**src/rtl/ped_request_ctrl.sv**
```systemverilog
// ---------------------------------------------------------------------------
// ped_request_ctrl
//
// Turns the debounced pedestrian push-button pulse into a latched crossing
// request for the traffic-light FSM, follows the req/ack handshake through
// the walk phase, enforces a hold-off window after each walk phase and
// drives the blinking WAIT indicator.
//
// Parameters
//   BLINK_DIV    cycles per wait_led toggle while a request is pending
//   HOLDOFF_CYC  cycles spent in hold-off after a walk phase ends (>= 2)
//
// Ports
//   clk           in   system clock
//   reset_n       in   asynchronous, active-low reset
//   press_pulse   in   one-cycle pulse per debounced button press
//   ped_ack       in   one-cycle pulse: request accepted, walk scheduled
//   walk_active   in   level, high during the walk phase
//   ped_req       out  level, pedestrian request pending
//   wait_led      out  WAIT indicator (blinks while pending)
//   press_cnt     out  presses received while pending, saturating at 3
//   served_pulse  out  one-cycle pulse when a walk phase completes
//   ped_urgent    out  pending with press_cnt==3 (only with PED_URGENT_EN)
//
// Build option
//   PED_URGENT_EN  when defined, ped_urgent is driven; otherwise it is tied
//                  low and no logic is generated for it.
// ---------------------------------------------------------------------------
module ped_request_ctrl #(
  parameter int BLINK_DIV   = 12_500_000,
  parameter int HOLDOFF_CYC = 50_000_000
) (
  input  logic       clk,
  input  logic       reset_n,
  input  logic       press_pulse,
  input  logic       ped_ack,
  input  logic       walk_active,
  output logic       ped_req,
  output logic       wait_led,
  output logic [1:0] press_cnt,
  output logic       served_pulse,
  output logic       ped_urgent
);

  // A divider of 1 would give a zero-width counter; keep at least one bit.
  localparam int BLINK_W = (BLINK_DIV > 1) ? $clog2(BLINK_DIV) : 1;
  localparam int HOLD_W  = (HOLDOFF_CYC > 1) ? $clog2(HOLDOFF_CYC) : 1;

  localparam logic [BLINK_W-1:0] BLINK_LAST = BLINK_W'(BLINK_DIV - 1);
  localparam logic [HOLD_W-1:0]  HOLD_LAST  = HOLD_W'(HOLDOFF_CYC - 1);

  if (HOLDOFF_CYC < 2) begin : g_bad_holdoff
    $error("ped_request_ctrl: HOLDOFF_CYC must be >= 2");
  end

  typedef enum logic [1:0] {
    ST_IDLE    = 2'd0,
    ST_PENDING = 2'd1,
    ST_SERVING = 2'd2,
    ST_HOLDOFF = 2'd3
  } state_t;

  state_t             state_q,        state_d;
  logic               ped_req_q,      ped_req_d;
  logic               wait_led_q,     wait_led_d;
  logic [1:0]         press_cnt_q,    press_cnt_d;
  logic               served_pulse_q, served_pulse_d;
  logic               walk_prev_q,    walk_prev_d;
  logic               holdoff_pend_q, holdoff_pend_d;
  logic [BLINK_W-1:0] blink_cnt_q,    blink_cnt_d;
  logic [HOLD_W-1:0]  hold_cnt_q,     hold_cnt_d;

  // Press counter increment that sticks at 3 instead of wrapping.
  function automatic logic [1:0] sat_inc2(input logic [1:0] v);
    return (v == 2'd3) ? 2'd3 : v + 2'd1;
  endfunction

  always_comb begin
    state_d        = state_q;
    ped_req_d      = ped_req_q;
    wait_led_d     = wait_led_q;
    press_cnt_d    = press_cnt_q;
    served_pulse_d = 1'b0;
    walk_prev_d    = walk_active;
    holdoff_pend_d = holdoff_pend_q;
    blink_cnt_d    = blink_cnt_q;
    hold_cnt_d     = hold_cnt_q;

    case (state_q)
      ST_IDLE: begin
        ped_req_d      = 1'b0;
        wait_led_d     = 1'b0;
        press_cnt_d    = 2'd0;
        blink_cnt_d    = '0;
        hold_cnt_d     = '0;
        holdoff_pend_d = 1'b0;
        if (press_pulse) begin
          state_d     = ST_PENDING;
          ped_req_d   = 1'b1;
          wait_led_d  = 1'b1;
          press_cnt_d = 2'd1;
        end
      end

      ST_PENDING: begin
        // Acknowledge takes priority; a press in the same cycle is dropped.
        if (ped_ack) begin
          state_d     = ST_SERVING;
          ped_req_d   = 1'b0;
          wait_led_d  = 1'b0;
          press_cnt_d = 2'd0;
          blink_cnt_d = '0;
        end else begin
          ped_req_d = 1'b1;
          if (press_pulse) begin
            press_cnt_d = sat_inc2(press_cnt_q);
          end
          if (blink_cnt_q == BLINK_LAST) begin
            blink_cnt_d = '0;
            wait_led_d  = ~wait_led_q;
          end else begin
            blink_cnt_d = blink_cnt_q + 1'b1;
          end
        end
      end

      ST_SERVING: begin
        // Walk phase is over on the falling edge of walk_active.
        if (walk_prev_q && !walk_active) begin
          state_d        = ST_HOLDOFF;
          served_pulse_d = 1'b1;
          hold_cnt_d     = '0;
          holdoff_pend_d = 1'b0;
        end
      end

      ST_HOLDOFF: begin
        if (press_pulse) begin
          holdoff_pend_d = 1'b1;
        end
        if (hold_cnt_q == HOLD_LAST) begin
          hold_cnt_d     = '0;
          holdoff_pend_d = 1'b0;
          // A press in the terminal cycle itself still counts.
          if (holdoff_pend_q || press_pulse) begin
            state_d     = ST_PENDING;
            ped_req_d   = 1'b1;
            wait_led_d  = 1'b1;
            press_cnt_d = 2'd1;
            blink_cnt_d = '0;
          end else begin
            state_d = ST_IDLE;
          end
        end else begin
          hold_cnt_d = hold_cnt_q + 1'b1;
        end
      end

      default: begin
        state_d        = ST_IDLE;
        ped_req_d      = 1'b0;
        wait_led_d     = 1'b0;
        press_cnt_d    = 2'd0;
        blink_cnt_d    = '0;
        hold_cnt_d     = '0;
        holdoff_pend_d = 1'b0;
      end
    endcase
  end

`ifdef PED_URGENT_EN
  logic ped_urgent_q, ped_urgent_d;

  // Derived from next-state values so it drops on the same edge as ped_ack.
  assign ped_urgent_d = (state_d == ST_PENDING) && (press_cnt_d == 2'd3);
  assign ped_urgent   = ped_urgent_q;
`else
  assign ped_urgent = 1'b0;
`endif

  always_ff @(posedge clk or negedge reset_n) begin
    if (!reset_n) begin
      state_q        <= ST_IDLE;
      ped_req_q      <= 1'b0;
      wait_led_q     <= 1'b0;
      press_cnt_q    <= 2'd0;
      served_pulse_q <= 1'b0;
      walk_prev_q    <= 1'b0;
      holdoff_pend_q <= 1'b0;
      blink_cnt_q    <= '0;
      hold_cnt_q     <= '0;
`ifdef PED_URGENT_EN
      ped_urgent_q   <= 1'b0;
`endif
    end else begin
      state_q        <= state_d;
      ped_req_q      <= ped_req_d;
      wait_led_q     <= wait_led_d;
      press_cnt_q    <= press_cnt_d;
      served_pulse_q <= served_pulse_d;
      walk_prev_q    <= walk_prev_d;
      holdoff_pend_q <= holdoff_pend_d;
      blink_cnt_q    <= blink_cnt_d;
      hold_cnt_q     <= hold_cnt_d;
`ifdef PED_URGENT_EN
      ped_urgent_q   <= ped_urgent_d;
`endif
    end
  end

  assign ped_req      = ped_req_q;
  assign wait_led     = wait_led_q;
  assign press_cnt    = press_cnt_q;
  assign served_pulse = served_pulse_q;

endmodule

```
**config.mk**
```make
export PLATFORM = sky130hd
export DESIGN_NAME = ped_request_ctrl
export DESIGN_NICKNAME = d
export VERILOG_FILES = /design/src/rtl/ped_request_ctrl.sv
export SDC_FILE = /design/constraint.sdc
export NUM_CORES = 1
export LEC_CHECK = 0
export BUFFER_PORTS_ARGS = -buffer_cell sky130_fd_sc_hd__buf_2
export CAP_MARGIN = 15
export CORE_MARGIN = 8
export CORE_UTILIZATION = 55
export DETAILED_ROUTE_END_ITERATION = 7
export PLACE_DENSITY = 0.72
export SYNTH_ARGS = -nofsm -noshare
export SYNTH_HDL_FRONTEND = slang
export SYNTH_SLANG_ARGS = --single-unit
```
**constraint.sdc**
```tcl
create_clock -name clk -period 2.4 [get_ports clk]
set_input_delay 0.24 -clock clk [delete_from_list [all_inputs] [get_ports clk]]
set_output_delay 0.24 -clock clk [all_outputs]
set_load 0.01 [all_outputs]
```
Word-level counts from Yosys, hierarchy flattened
Index checks and enable logic that the tools add are counted.

storage, ports and cells
  register bits after elaboration = 59
  memories kept = 0
  memory bits (writable) = 0
  logic and storage cells = 74
  bits in latches = 0
  bits in read-only memories = 0
  input bits = 5

operators by class
  mux-type cells = 35
  bitwise gates (word level) = 1
  shift-type cells = 0
  $add $sub $neg = 3
  $lt $le $gt $ge = 0
  multipliers = 0
  reduce and logical (&&, ||, !) cells = 12
  eq/ne operators = 14
  divide/modulo/power cells = 0

operators by type and width
  kind                                                                   count
  24-bit 2-to-1 mux                                                      4
  26-bit case mux with 3 select lines                                    1
  24-bit case mux with 3 select lines                                    1
  26-bit 2-to-1 mux                                                      2
  26-bit by 1-bit adder with 26-bit output, second input constant        1
  26-bit equality test, second input constant                            1
  24-bit by 1-bit adder with 24-bit output, second input constant        1
  24-bit equality test, second input constant                            1
  2-bit 2-to-1 mux                                                       9
  1-bit 2-to-1 mux                                                       13
  4-bit AND reduction                                                    3
  2-bit inequality test, second input constant                           5
  3-bit inequality test, second input constant                           3
  1-bit case mux with 3 select lines                                     3
  2-bit case mux with 4 select lines                                     1
  2-bit equality test, second input constant                             3
  2-bit case mux with 3 select lines                                     1
  3-bit AND reduction                                                    2
  3-bit nonzero test                                                     2
  2-bit by 1-bit adder with 2-bit output, second input constant          1
  2-bit by 1-bit equality test with 1-bit output, second input constant  1
  2-bit zero test                                                        1
  2-bit AND reduction                                                    1
  1-bit logical AND                                                      1
  other kinds (3)                                                        3

Longest topological paths before layout
Gate-level depths: netlist of run 1.

  depth in word-level cells = 5
  mapped depth = 9
  depth with buffers taken out = 7

Worst setup path before layout of run 1
OpenSTA, ideal clock, no wires.

  path type = flip-flop to flip-flop
  from = register state_q[0]
  to = register hold_cnt_q[14]
  cell stages (with the launch flop) = 8
  setup time = 0.121 ns
  data arrival time = 1.990 ns
  path buffers = 1
  required time = 2.279 ns
  slack = 0.288 ns
  path through = dfrtp_1 -> inv_1 -> ha_1 -> clkbuf_1 -> a2111oi_0 -> nand4_1 -> xor2_1 -> nor2_1

on the way
  longest elaborated chain between the ends = 3
  elaborated cells on any way between the ends = 7
  those cells by class = 3 x eq/ne; 1 x mux; 3 x reduce/logical

ends and longest elaborated chain
  element                                                                line  source
  from (decl)                                                            63    state_t state_q, state_d;
  from (signal assigned)                                                 196   state_q <= state_d;
  2-bit equality test or 2-bit zero test (tied branches)                 89    case (state_q)
  2-bit inequality test (no line) or 3-bit nonzero test (tied branches)  n/a
  2-bit AND reduction (no line)                                          n/a
  to (signal assigned)                                                   204   hold_cnt_q <= hold_cnt_d;
  to (decl)                                                              71    logic [HOLD_W-1:0] hold_cnt_q, hold_cnt_d;

Parallel ways exist; a longest one is shown, timed or not.
A chain may end at the register's enable or synchronous reset.

Worst setup path after layout of run 1
  from = register blink_cnt_q[0]
  to = register blink_cnt_q[10]

on the way
  longest elaborated chain between the ends = 4
  elaborated cells on any way between the ends = 5
  those cells by class = 1 x add/sub; 1 x eq/ne; 3 x mux

ends and longest elaborated chain
  element                                                                           line      source
  from (decl)                                                                       70        logic [BLINK_W-1:0] blink_cnt_q, blink_cnt_d;
  from (signal assigned)                                                            203       blink_cnt_q <= blink_cnt_d;
  24-bit by 1-bit adder with 24-bit output or 24-bit equality test (tied branches)  122, 118
  24-bit 2-to-1 mux (*)                                                             118       if (blink_cnt_q == BLINK_LAST) begin
  24-bit 2-to-1 mux (*)                                                             107       if (ped_ack) begin
  24-bit case mux with 3 select lines (*)                                           89

Every way passes the cells marked *; elsewhere a longest branch is shown, timed or not.

==> impl_metrics.toml, run 1 <==
[power]
power.ir.vdd_worst_uv = 730
leakagePower_nw = 1.66
power.density_nw_per_um2 = 926

[clock_network]
cts_buffer_depth = 2
cts-buffers-inserted = 9
cts.sink_count = 59
clkLatencyLatePin_ps = 340
cts-root-buf = "sky130_fd_sc_hd__clkbuf_8"
clk_pin_slew_ps = 70
tritoncts = "built"
cts_max_level = 3

[cells_and_area]
final_area_um2 = 3890
share_of_cells_above_drive_strength_1_pct = 17.1
nNetsFinal = 409
areaGrowthSynthToFinish_pct = 11.8
final_common_cell = "sky130_fd_sc_hd__dfrtp_1"
n_antenna_cell = 0
final_cell_mix = "sky130_fd_sc_hd__dfrtp_1 (59), sky130_fd_sc_hd__nor2_1 (35), sky130_fd_sc_hd__nand3_1 (29), sky130_fd_sc_hd__buf_4 (24), sky130_fd_sc_hd__nand2_1 (23)"

[die]
die_span_in_y_um = 95.5
floorplan.io_pins = 11
initial_core_utilization_pct = 55.7
fp.dieArea_um2 = 9120
placementRows = 29
die_w_um = 95.5
floorplan.core_area_um2 = 6240

[logic_synthesis]
synth-seq-area-share_pct = 42.5
dominantRegCellSynth = "sky130_fd_sc_hd__dfrtp_1"
syn-instance-count = 371
synth.lib_cells_used.distinct = 62
post_synth_instance_area_um2 = 3480
synth_area_per_cell_um2 = 9.37
synth_async_sr_flop_share_pct = 100
synth-warning-count = 0
synth-edff-count = 0
ys_seq_elements = 59
postSynthNetCount = 382

[critical_path]
critPathKind = "flop to flop"
critPathMaxFanout = 12
critPathArrivalTime_ps = 2520
cp_data_required_time_ps = 2620
critPathLaunchType = "flop"
end_kind = "flop"

[timing]
slew_violations = 0
final-hold-violation-count = 0
worstMarginPinSlew_ps = 760
timing.max_slew.rel_slack_pct = 49.3
max_freq_mhz = 434
fraction_of_the_cycle_the_final_worst_path_needs_pct = 95.9
fin_tns_setup_ps = 0
final_number_of_setup_violating_endpoints = 0
period_needed_ps = 2300
fin_skew_ps = 6.38
grt_setup_unrepaired = "no"

[global_route]
grt_max_degree = 60
globalRouteTotalUtil_pct = 19.0
grt_pass1_wl_um = 13700
number_of_global_route_vias_before_repair = 2872
grt_antenna_before_repair = 0
gr-total-overflow = 0

[placement]
dp_area_um2 = 3660
place.detailed.hpwl_um = 5570
port-buffer-count = 9
gp_congestion = 0.845

[route]
drt_first_pass_iters = 4
finalWirelength_um = 7990
drt_iter0_drc = 172
wl_per_cell_um = 16.7
routed_via_count = 2992
viasPerCell = 6.23
route.antenna.remaining_nets = 0
post-route-drc-count = 0

[min_path]
min-delay-path-class = "input port to flop"

[status]
outcome = "completed"

[job]
cap_violations = 0
-- state kept, by name, indices dropped and copies added, names as in the netlist --
name	flops
state_q	2
walk_prev_q	1
holdoff_pend_q	1
served_pulse	1
wait_led	1
ped_req	1
blink_cnt_q	24
press_cnt	2
hold_cnt_q	26
-- worst max-delay path, stage by stage (launching register included) --
cell and delay, ps:
sky130_fd_sc_hd__dfrtp_1 380, sky130_fd_sc_hd__ha_1 220, sky130_fd_sc_hd__nand4_1 110, sky130_fd_sc_hd__or4_4 530, sky130_fd_sc_hd__o21a_1 350, sky130_fd_sc_hd__buf_4 220, sky130_fd_sc_hd__a211oi_1 240, sky130_fd_sc_hd__o2bb2ai_1 120
-- cell type report --
type                            count  area, µm²
Fill cell                         534       2350
Multi-Input combinational cell    274       1780
Sequential cell                    59       1480
Timing Repair Buffer               33        225
Clock buffer                       11        151
Tap cell                           77       96.3
Inverter                           21       78.8
Clock inverter                      5       75.1
-- per-stage QoR --
step,power (mW),std cells,hold WS (ps),utilization [%],setup slack [ps]
2_1_floorplan,2.24,371,-55.6,-,288
3_3_place_gp,2.54,464,361,58.6,85.4
3_5_place_dp,2.57,464,364,58.6,28.7
4_1_cts,3.61,480,5.26,62.3,14.3
5_1_grt,3.81,480,1.53,62.3,12.1
6_report,3.60,480,15.7,62.3,98.3
-- power by group --
part,switching (mW),leakage [nW],internal (mW),total [mW]
clock,0.392,0.119,0.636,1.03
sequential,0.0696,0.806,1.08,1.15
combinational,0.870,0.731,0.549,1.42
-- synth_stat cells (all sizes together), types with 6 or more instances --
cell type | number | area [µm²]
a211oi | 11 | 82.6
and3 | 7 | 43.8
buf | 10 | 67.6
ha | 6 | 75.1
nand2 | 23 | 86.3
inv | 21 | 78.8
nor4 | 10 | 68.8
o211ai | 8 | 73.8
a21oi | 13 | 65.1
or4 | 6 | 53.8
a22o | 13 | 114
nand3 | 30 | 155
xor2 | 12 | 105
nor3 | 7 | 35.0
dfrtp | 59 | 1480
o21ai | 17 | 88.8
nor2 | 36 | 138
nand4 | 15 | 93.8
-- cell families (layout without fill, tap and decap cells) --
kind of cell / after synthesis / in the layout / share of synthesized area [%]
other: 1 / 1 / 0.108
xor gates and xnor gates: 13 / 13 / 3.28
AOI/OAI and AO/OA: 95 / 95 / 20.6
adders and majority gates: 6 / 6 / 2.16
buffers and inverters: 38 / 70 / 6.23
DFF: 59 / 59 / 42.5
and+or+nand+nor: 156 / 156 / 24.2
muxes: 3 / 3 / 0.936
-- metal layers --
metal	part of all wire, %	global-route usage, %
met5	0	0
met4	1.6	9.09
met3	3.5	3.15
met2	46	29.3
met1	49	25.5
-- what timing repair did --
action,4_1_cts,5_1_grt
resized for setup,0,1
setup endpoints to repair,0,17
hold buffers,0,0
setup buffers,0,0
-- path summary, 6_finish.rpt --
path                                 startpoint         endpoint  slack [ps]  depth (start not counted)
worst max-delay path             blink_cnt_q[0]  blink_cnt_q[10]         100                          7
worst min-delay path                walk_active      walk_prev_q          20                          1
worst max register to register   blink_cnt_q[0]  blink_cnt_q[10]         100                          7
worst min register to register  blink_cnt_q[23]  blink_cnt_q[23]         510                          1
max in group asynchronous               reset_n     press_cnt[0]        1840                          2
min in group asynchronous               reset_n  blink_cnt_q[10]          60                          2
Note: power is estimated with default switching activity, not from simulation.
==> run 2, diff against run 1 <==
--- a/config.mk
+++ b/config.mk
@@ -11,6 +11,7 @@
 export CORE_UTILIZATION = 55
 export DETAILED_ROUTE_END_ITERATION = 7
 export PLACE_DENSITY = 0.72
+export RECOVER_POWER = 100
 export SYNTH_ARGS = -nofsm -noshare
 export SYNTH_HDL_FRONTEND = slang
 export SYNTH_SLANG_ARGS = --single-unit
==> constraint.sdc (replaced) <==
create_clock -name clk -period 2.43 [get_ports clk]
set_input_delay 0.243 -clock clk [delete_from_list [all_inputs] [get_ports clk]]
set_output_delay 0.243 -clock clk [all_outputs]
set_load 0.01 [all_outputs]
==> impl_metrics.toml, run 2 (synthesis results as in run 1) <==
[status]
outcome = "finished, violations left"
failed_checks = "max-capacitance violations"

[route]
routed_via_count = 3019
route.antenna.remaining_nets = 0
post-route-drc-count = 0
drt_first_pass_iters = 5
finalWirelength_um = 7980
wl_per_cell_um = 16.6
drt_iter0_drc = 178
viasPerCell = 6.28

[global_route]
grt_max_degree = 60
number_of_global_route_vias_before_repair = 2957
grt_pass1_wl_um = 14000
gr-total-overflow = 0
grt_antenna_before_repair = 0
globalRouteTotalUtil_pct = 19.5

[power]
share_of_power_burned_in_combinational_logic_pct = 40.7
power.density_nw_per_um2 = 883
power_mw = 3.40
seqPwrFrac_pct = 33.6
leakagePower_nw = 1.61
power_report.internal_total_mw = 2.08
p_clk_share_pct = 25.7
power.ir.vdd_worst_uv = 780
power.switching_fraction_pct = 38.8
p_switching_mw = 1.32

[cells_and_area]
final_area_um2 = 3840
registers.top_by_ff_count = "hold_cnt_q"
final_core_util_pct = 61.6
share_of_cells_above_drive_strength_1_pct = 14.6
n_antenna_cell = 0
num-fill-cells = 557
final_cell_count_no_fill = 481
final_common_cell = "sky130_fd_sc_hd__dfrtp_1"
largest_register_ff_count = 26
final_cell_mix = "sky130_fd_sc_hd__dfrtp_1 (59), sky130_fd_sc_hd__nor2_1 (35), sky130_fd_sc_hd__nand3_1 (29), sky130_fd_sc_hd__nand2_1 (23), sky130_fd_sc_hd__inv_1 (21)"
areaGrowthSynthToFinish_pct = 10.6
nNetsFinal = 410
largest_registers = "hold_cnt_q x26, blink_cnt_q x24"

[clock_network]
clk_pin_slew_ps = 60
tritoncts = "built"
clkLatencyLatePin_ps = 340
cts-root-buf = "sky130_fd_sc_hd__clkbuf_8"
cts-buffers-inserted = 9
cts.sink_count = 59
cts_max_level = 3
cts_buffer_depth = 2

[critical_path]
end_kind = "flop"
critPathLaunchType = "flop"
crit_start = "blink_cnt_q[0]"
worstPathCellList = "ha_1 > nand4_1 > or4_4 > o21a_2 > a211o_2 > a22o_1"
cp_data_required_time_ps = 2650
critPathArrivalTime_ps = 2470
critPathKind = "flop to flop"
worst_flop_to_flop_path_startpoint = "blink_cnt_q[0]"
critical_path.slowest_cell = "sky130_fd_sc_hd__or4_4"
critPathMaxFanout = 14
timing.critical_path.slowest_cell_delay_ps = 540

[placement]
dp_area_um2 = 3660
dp_cells = 464
gp_congestion = 0.834
place.detailed.hpwl_um = 5590
post_place_setup_slack_ps = 32.2
port-buffer-count = 9

[timing]
max_freq_mhz = 443
grt_setup_unrepaired = "no"
fraction_of_the_cycle_the_final_worst_path_needs_pct = 92.8
timing.max_slew.rel_slack_pct = 0.714
final-hold-violation-count = 0
final_number_of_setup_violating_endpoints = 0
fin_tns_setup_ps = 0
worstMarginPinSlew_ps = 1490
timing.hold.ws_ps = 276
period_needed_ps = 2260
worst_slack_ps = 175
fin_skew_ps = 8.71
slew_violations = 0

[die]
fp.dieArea_um2 = 9120
die_w_um = 95.5
initial_core_utilization_pct = 55.7
die_span_in_y_um = 95.5
placementRows = 29
floorplan.io_pins = 11
floorplan.core_area_um2 = 6240

[job]
cap_violations = 1

[min_path]
min-delay-path-class = "input port to flop"
worst_hold_start = "press_pulse"
-- run 2: changes by cell type in the layout (fill, tap and decap cells not counted), sizes merged --
cell,before,now
buf,33,21
bufinv,2,1
clkbuf,11,23
clkinvlp,0,1
dlygate4sd3,0,1
-- run 2: routing by layer --
layer	share of wire (%)	up-vias	routed length (µm)	GRT usage, %
li1	-	1437	-	-
met3	4.7	7	375	4.65
met1	48	1498	3810	26.0
met4	0.94	0	75	7.94
met5	0	-	0	0
met2	47	77	3720	29.6
-- run 2: power groups by stage --
stage               logic, mW  registers (mW)  clock network (mW)
floorplan                1.05            1.16                   0
global placement         1.37            1.15                   0
detailed placement       1.40            1.15                   0
CTS                      1.41            1.14               0.895
global route             1.53            1.15               0.942
finish                   1.38            1.14               0.873
-- run 2: path summary, 6_finish.rpt --
path                                        end  slack [ps]  cells past startpoint
worst min register to register  blink_cnt_q[21]         510                      1
min in group asynchronous       blink_cnt_q[16]         350                      2
worst min-delay path             holdoff_pend_q         280                      3
max in group asynchronous          press_cnt[1]        1180                      2
worst max register to register  blink_cnt_q[12]         170                      6
worst max-delay path            blink_cnt_q[12]         170                      6
-- run 2: timing repair --
action / CTS / global route
setup endpoints to repair: 0 / 23
hold buffers: 0 / 1
resized for setup: 0 / 3
setup buffers: 0 / 0
hold endpoints to repair: 0 / 1
-- run 2: cell type report --
cell class,instances,area [µm²],share of cell area (%)
sequential,59,1480,38.4
inverter,21,78.8,2.05
timing repair buffer,34,206,5.37
multi-input combinational,274,1790,46.6
clock inverter,5,52.6,1.37
tap,77,96.3,2.51
clock buffer,11,141,3.68
-- run 2: critical path: cells and delay by family (launching register included) --
kind            cells  cell delay (ps)
simple gates        2              650
compound gates      3              880
fa+ha+maj           1              220
flops               1              390
